<file path="config.mk">
export PLATFORM = sky130hd
export DESIGN_NAME = mc_control_fsm
export DESIGN_NICKNAME = d
export VERILOG_FILES = /design/src/rtl/mc_ctrl_pkg.sv /design/src/rtl/alu_decoder.sv /design/src/rtl/mc_control_fsm.sv
export SDC_FILE = /design/constraint.sdc
export NUM_CORES = 1
export LEC_CHECK = 0
export CORE_MARGIN = 1
export CORE_UTILIZATION = 35
export CTS_CLUSTER_SIZE = 28
export DETAILED_ROUTE_END_ITERATION = 16
export GPL_ROUTABILITY_DRIVEN = 0
export HOLD_SLACK_MARGIN = 0.05
export PLACE_DENSITY = 0.78
export REMOVE_ABC_BUFFERS = 1
export SYNTH_ARGS = -nofsm -noshare
export SYNTH_HDL_FRONTEND = slang
export SYNTH_SLANG_ARGS = --single-unit
</file>
<file path="constraint.sdc">
create_clock -name clk -period 1.9 [get_ports clk]
set_input_delay 0.38 -clock clk [delete_from_list [all_inputs] [get_ports clk]]
set_output_delay 0.38 -clock clk [all_outputs]
set_load 0.1 [all_outputs]
</file>
<file path="src/rtl/mc_ctrl_pkg.sv">
// Shared types and encodings for the multicycle main-control FSM and its ALU decoder.
package mc_ctrl_pkg;

  typedef enum logic [3:0] {
    FETCH,
    DECODE,
    MEMADR,
    MEMREAD,
    MEMWB,
    MEMWRITE,
    EXECUTER,
    EXECUTEI,
    ALUWB,
    BRANCH,
    ILLEGAL
  } state_t;

  localparam logic [1:0] OP_DP  = 2'b00;
  localparam logic [1:0] OP_MEM = 2'b01;
  localparam logic [1:0] OP_BR  = 2'b10;

  localparam logic [3:0] CMD_AND = 4'b0000;
  localparam logic [3:0] CMD_SUB = 4'b0010;
  localparam logic [3:0] CMD_ADD = 4'b0100;
  localparam logic [3:0] CMD_CMP = 4'b1010;
  localparam logic [3:0] CMD_ORR = 4'b1100;

endpackage

</file>
<file path="src/rtl/alu_decoder.sv">
// ALU operation and flag-write decode; only active during the execute states.
// funct here is Instr[24:20]: [4:1]=cmd, [0]=S.
module alu_decoder
  import mc_ctrl_pkg::*;
(
  input  logic       aluOp,
  input  logic [4:0] funct,
  output logic [1:0] aluControl,
  output logic [1:0] flagW
);

  logic [3:0] cmd;
  logic       arith;

  assign cmd   = funct[4:1];
  assign arith = (cmd == CMD_ADD) || (cmd == CMD_SUB) || (cmd == CMD_CMP);

  always_comb begin
    aluControl = 2'b00;
    flagW      = 2'b00;
    if (aluOp) begin
      case (cmd)
        CMD_ADD:          aluControl = 2'b00;
        CMD_SUB, CMD_CMP: aluControl = 2'b01;
        CMD_AND:          aluControl = 2'b10;
        CMD_ORR:          aluControl = 2'b11;
        default:          aluControl = 2'b00;
      endcase
      // N/Z always follow S; C/V only make sense for arithmetic ops
      flagW = {funct[0], funct[0] & arith};
    end
  end

endmodule

</file>
<file path="src/rtl/mc_control_fsm.sv">
// Multicycle processor main control: Moore FSM plus combinational ALU/immediate decode.
// Build option MC_FSM_ILLEGAL_TRAP_EN: op=11 traps in ILLEGAL and drives the illegal port.
//
// state    | meaning
// FETCH    | read instruction, PC <= PC+4
// DECODE   | read registers, pick instruction class
// MEMADR   | compute load/store address
// MEMREAD  | read data memory
// MEMWB    | write loaded data to register file
// MEMWRITE | write data memory
// EXECUTER | ALU op with register operand
// EXECUTEI | ALU op with immediate operand
// ALUWB    | write ALU result (suppressed for CMP)
// BRANCH   | compute branch target, redirect PC
// ILLEGAL  | trapped on undefined op until reset (trap build only)
module mc_control_fsm
  import mc_ctrl_pkg::*;
(
  input  logic       clk,
  input  logic       rst,
  input  logic [1:0] op,
  input  logic [5:0] funct,
  input  logic [3:0] rd,
  output logic       pcs,
  output logic       regW,
  output logic       memW,
  output logic       nextPC,
  output logic [1:0] flagW,
  output logic       irWrite,
  output logic       adrSrc,
  output logic [1:0] aluSrcA,
  output logic [1:0] aluSrcB,
  output logic [1:0] resultSrc,
  output logic [1:0] aluControl,
  output logic [1:0] immSrc,
  output logic [1:0] regSrc
`ifdef MC_FSM_ILLEGAL_TRAP_EN
  ,
  output logic       illegal
`endif
);

  state_t     state, state_next;
  logic       ir_write, next_pc, adr_src, alu_op, reg_w, mem_w, branch, trap;
  logic [1:0] alu_src_a, alu_src_b, result_src;
  logic       dec_en;

  always_ff @(posedge clk or negedge rst) begin
    if (!rst) state <= FETCH;
    else      state <= state_next;
  end

  always_comb begin
    state_next = state;
    ir_write   = 1'b0;
    next_pc    = 1'b0;
    adr_src    = 1'b0;
    alu_op     = 1'b0;
    reg_w      = 1'b0;
    mem_w      = 1'b0;
    branch     = 1'b0;
    trap       = 1'b0;
    alu_src_a  = 2'b00;
    alu_src_b  = 2'b00;
    result_src = 2'b00;
    case (state)
      FETCH: begin
        ir_write   = 1'b1;
        next_pc    = 1'b1;
        alu_src_a  = 2'b01;
        alu_src_b  = 2'b10;
        result_src = 2'b10;
        state_next = DECODE;
      end
      DECODE: begin
        alu_src_a  = 2'b01;
        alu_src_b  = 2'b10;
        result_src = 2'b10;
        case (op)
          OP_MEM:  state_next = MEMADR;
          OP_DP:   state_next = funct[5] ? EXECUTEI : EXECUTER;
          OP_BR:   state_next = BRANCH;
`ifdef MC_FSM_ILLEGAL_TRAP_EN
          default: state_next = ILLEGAL;
`else
          default: state_next = FETCH;
`endif
        endcase
      end
      MEMADR: begin
        alu_src_b  = 2'b01;
        state_next = funct[0] ? MEMREAD : MEMWRITE;
      end
      MEMREAD: begin
        adr_src    = 1'b1;
        state_next = MEMWB;
      end
      MEMWB: begin
        result_src = 2'b01;
        reg_w      = 1'b1;
        state_next = FETCH;
      end
      MEMWRITE: begin
        adr_src    = 1'b1;
        mem_w      = 1'b1;
        state_next = FETCH;
      end
      EXECUTER: begin
        alu_op     = 1'b1;
        state_next = ALUWB;
      end
      EXECUTEI: begin
        alu_src_b  = 2'b01;
        alu_op     = 1'b1;
        state_next = ALUWB;
      end
      ALUWB: begin
        reg_w      = (funct[4:1] != CMD_CMP);
        state_next = FETCH;
      end
      BRANCH: begin
        alu_src_b  = 2'b01;
        result_src = 2'b10;
        branch     = 1'b1;
        state_next = FETCH;
      end
      ILLEGAL: begin
        trap = 1'b1;
`ifdef MC_FSM_ILLEGAL_TRAP_EN
        state_next = ILLEGAL;
`else
        state_next = FETCH;
`endif
      end
      default: state_next = FETCH;
    endcase
  end

  // reset already forces FETCH; only its strobes need gating to stay quiet
  assign irWrite   = ir_write & rst;
  assign nextPC    = next_pc & rst;
  assign adrSrc    = adr_src;
  assign aluSrcA   = alu_src_a;
  assign aluSrcB   = alu_src_b;
  assign resultSrc = result_src;
  assign regW      = reg_w;
  assign memW      = mem_w;
  assign pcs       = ((rd == 4'hF) & reg_w) | branch;

  assign dec_en = rst & ~trap;
  assign immSrc = dec_en ? op : 2'b00;
  assign regSrc = dec_en ? {op == OP_MEM, op == OP_BR} : 2'b00;

`ifdef MC_FSM_ILLEGAL_TRAP_EN
  assign illegal = trap;
`endif

  alu_decoder u_alu_decoder (
    .aluOp      (alu_op),
    .funct      (funct[4:0]),
    .aluControl (aluControl),
    .flagW      (flagW)
  );

endmodule

</file>
==> impl_metrics.tcl, run 1 <==
set metrics [dict create \
    clock-sinks 4 \
    ys_types 38 \
    synthArstFlopShare_pct 100 \
    haltStage "global routing (5_1_grt)" \
    yosysWarnings 0 \
    initial_core_util_pct 38.6 \
    synth_common_cells "7 x nor2_1, 5 x nand2b_1, 4 x a21oi_1, 4 x dfrtp_1" \
    status "did not finish" \
    synth_top_cells_by_area "dfrtp_1 19%, nand2b_1 6.0%, nor2_1 5.0%" \
    port_buffers 32 \
    synth_ff_type "dfrtp_1" \
    clockBufferDepth 2 \
    fp.dieH_um 40.6 \
    cts_hold_buf 0 \
    synth_seq_area_share_pct 19.2 \
    grt_start_max_net_pins 8 \
    ys_ff_latch 4 \
    synth_top_area_share_pct 19.2 \
    synth_edf_count 0 \
    fp.dieW_um 40.6 \
    rows 13 \
    pin_count 34 \
    netlist_area_um2 520 \
    h-tree-depth 1 \
    synth.most_common_cell "nor2_1" \
    syn_avg_cell_area_um2 8.01 \
    crit_endpoint "nextPC" \
    cts_made_buffers 3 \
    synthCells 65 \
    synth_area_leader_cell "dfrtp_1" \
    error_line "[ERROR DPL-0033] detailed placement checks failed during check placement." \
    cts-root-buf "clkbuf_4" \
    antenna_found_initial 0 \
    dp_hpwl_mm 1.46 \
    worst-ep-kind "output port" \
]
cell families after synthesis:
logic type	count (synthesis)	share of synthesized area [%]
mux	1	2.16
other cells	1	0.720
flops	4	19.2
simple gates	32	39.7
compound gates	16	22.8
xor+xnor	2	3.37
buf+inv	9	12.0
metrics by stage:
step	cells	util (%)	TNS [ps]	worst slack, ps	instance area [um2]
after floorplan	58	-	-20950	-2540	465
after global placement	123	83.7	-965	-209	1130
after detailed placement	123	83.7	-1310	-248	1130
after CTS	130	95.1	-764	-113	1280
repair_timing:
| action | CTS |
|---|---|
| buffers inserted | 4 |
| endpoints found under the setup margin | 13 |
| pin swaps | 8 |
| gates resized for setup | 29 |
| gates cloned | 0 |
==> inputs of run 2 (changes only) <==
- CORE_AREA: default -> 2 2 63 65
- CORE_MARGIN: 1 -> default
- CORE_UTILIZATION: 35 -> default
- CTS_CLUSTER_SIZE: 28 -> default
- DIE_AREA: default -> 0 0 65 67
- HOLD_SLACK_MARGIN: 0.05 -> default
- PLACE_DENSITY: 0.78 -> default
- PLACE_DENSITY_LB_ADDON: default -> 0.15
==> impl_metrics.tcl, run 2 <==
set metrics [dict create \
    synthArstFlopShare_pct 100 \
    finalClockSkew_ps 3.83 \
    dieArea_um2 4360 \
    grt_use_total_pct 8.70 \
    drc 0 \
    synthCells 65 \
    sw_frac_of_total_pct 56.4 \
    grt_pass1_wl_mm 2.95 \
    synth_common_cells "7 x nor2_1, 5 x nand2b_1, 4 x a21oi_1, 4 x dfrtp_1" \
    rows 22 \
    violations "negative setup slack" \
    grt_start_max_net_pins 10 \
    p_seq_share_pct 7.9 \
    initial_core_util_pct 14.4 \
    wl_per_cell_um 11.6 \
    netlist_area_um2 520 \
    h-tree-depth 1 \
    crit_fanout 6 \
    pin_count 34 \
    drt_pass1_iterations 2 \
    r2r_end "state[3]$_DFF_PN0_" \
    antenna_found_initial 0 \
    dp.cells 153 \
    pwr-share-clk_pct 7.0 \
    ys_types 38 \
    synth.most_common_cell "nor2_1" \
    p_int_mw 1.11 \
    drtAntennaViolNets 0 \
    worstSkewPairLatency_ps 220 \
    reg2reg_slack_ps 480 \
    cpPeakStageDelay_ps 420 \
    finalHoldViolCount 0 \
    largestRegisters "state x4" \
    final_cells 163 \
    clockBufferDepth 2 \
    largest_register_ffs 4 \
    num_vias 648 \
    syn_avg_cell_area_um2 8.01 \
    clkTransAtPathRegs_ps 30 \
    first_global_vias 672 \
    cp_num_buf_inv 2 \
    fp.dieH_um 67 \
    path_cells "buf_6 -> nand2_4 -> or3_4 -> a211oi_4 -> buf_12" \
    fmax_ghz 0.499 \
    crit_slowest_cell "dfrtp_2" \
    cts_tree "built" \
    tns_ps -397 \
    min_period_ps 2010 \
    clock-sinks 4 \
    cts-root-buf "clkbuf_8" \
    rsz0062_at_grt "true" \
    cp.required_ps 1520 \
    post_drt_via_cell_ratio 3.98 \
    synth_edf_count 0 \
    hp-class "primary input to async pin" \
    ir_worst_vdd_uv 1440 \
    port_buffers 32 \
    top_register "state" \
    cts_made_buffers 3 \
    combPwrFrac_pct 85.1 \
    syn_to_final_growth_pct 162 \
    critPathTopFamily "flip-flops" \
    layout-drive-gt1-share_pct 60.0 \
    final_cell_mix "19 x buf_12, 19 x buf_4, 8 x clkdlybuf4s50_1, 6 x nor2_1" \
    worst_ep_arrival_time_ps 1630 \
    synth_area_leader_cell "dfrtp_1" \
    fin_ws_ps -105 \
    synth_seq_area_share_pct 19.2 \
    nNetsFinal 131 \
    synth_ff_type "dfrtp_1" \
    pre_cts_ws_ps -278 \
    netSwitchingPower_mw 1.43 \
    globalRouteOverflowTotal 0 \
    synth_top_area_share_pct 19.2 \
    ys_ff_latch 4 \
    fp.dieW_um 65 \
    hold_slack_ps 285 \
    power_per_cell_area_nw_per_um2 1860 \
    dp_hpwl_mm 1.44 \
    core_um2 3610 \
    timing.final.crit_share_pct 106 \
    startpoint_type "flop" \
    worstRegToRegCells 4 \
    worstSetupPathType "flop to output port" \
    routed_wl_mm 1.88 \
    end_kind "output port" \
    status "finished, violations left" \
    p_leak_nw 0.592 \
    slew_viol_final 0 \
    synth_top_cells_by_area "dfrtp_1 19%, nand2b_1 6.0%, nor2_1 5.0%" \
    n_antenna_cell 0 \
    yosysWarnings 0 \
    r2r_start "state[1]$_DFF_PN0_" \
    setup_violations 7 \
    drt_iter0_drc 3 \
    cap_violations 0 \
]
## run 2: power by group through the flow
stage	Clock, mW	Sequential [mW]	Combinational [mW]
floorplan	0	0.209	0.996
global placement	0	0.191	1.93
detailed placement	0	0.191	1.93
CTS	0.178	0.189	2.07
global route	0.189	0.210	2.24
finish	0.177	0.202	2.16
## run 2: layer usage
| metal | vias up | track usage (%) | routed length (um) |
|---|---|---|---|
| met4 | 0 | 1.60 | 38 |
| met1 | 293 | 10.2 | 774 |
| met5 | - | 0 | 0 |
| met3 | 4 | 3.55 | 170 |
| met2 | 27 | 14.9 | 901 |
| li1 | 324 | - | - |
## run 2: metrics by stage
step	power, mW	utilization [%]	instance area (um2)
2_1_floorplan	1.21	-	465
3_3_place_gp	2.12	31.9	1150
3_5_place_dp	2.12	31.9	1150
4_1_cts	2.43	35.9	1290
5_1_grt	2.64	37.8	1360
6_report	2.54	37.8	1360
## run 2: how the worst max path moves through the flow
stage	startpoint	end	slack, ps	cells past startpoint
floorplan	state[2]$_DFF_PN0_	irWrite	-2540	2
global route	state[2]$_DFF_PN0_	flagW[0]	-160	5
finish	state[2]$_DFF_PN0_	flagW[0]	-110	5
global placement	funct[3]	flagW[0]	-260	4
detailed placement	funct[3]	flagW[0]	-280	4
CTS	state[2]$_DFF_PN0_	flagW[0]	-100	5
## run 2: logic make-up (layout without fill, tap and decap cells)
kind of cell	Yosys count	count (layout)	share of synthesized area (%)
AO/OA/AOI/OAI	16	16	22.8
XOR/XNOR	2	2	3.37
buffers and inverters	9	59	12.0
flip-flops	4	4	19.2
multiplexers	1	1	2.16
other	1	1	0.720
AND/OR/NAND/NOR	32	32	39.7
## run 2: what timing repair did
action	4_1_cts	5_1_grt
hold buffers	0	0
gates resized for setup	19	14
buffers inserted	6	1
setup endpoints to repair	11	16
pin swaps	5	2
cloned	0	0
## run 2: final cells by class
| cell class | instances | area (um2) |
|---|---|---|
| fill | 360 | 2240 |
| sequential | 4 | 104 |
| clock buffer | 3 | 41.3 |
| inverter | 2 | 7.51 |
| multi-input combinational | 52 | 469 |
| tap | 48 | 60.1 |
| timing repair buffer | 54 | 681 |
Power figures use the tool's default switching activity.
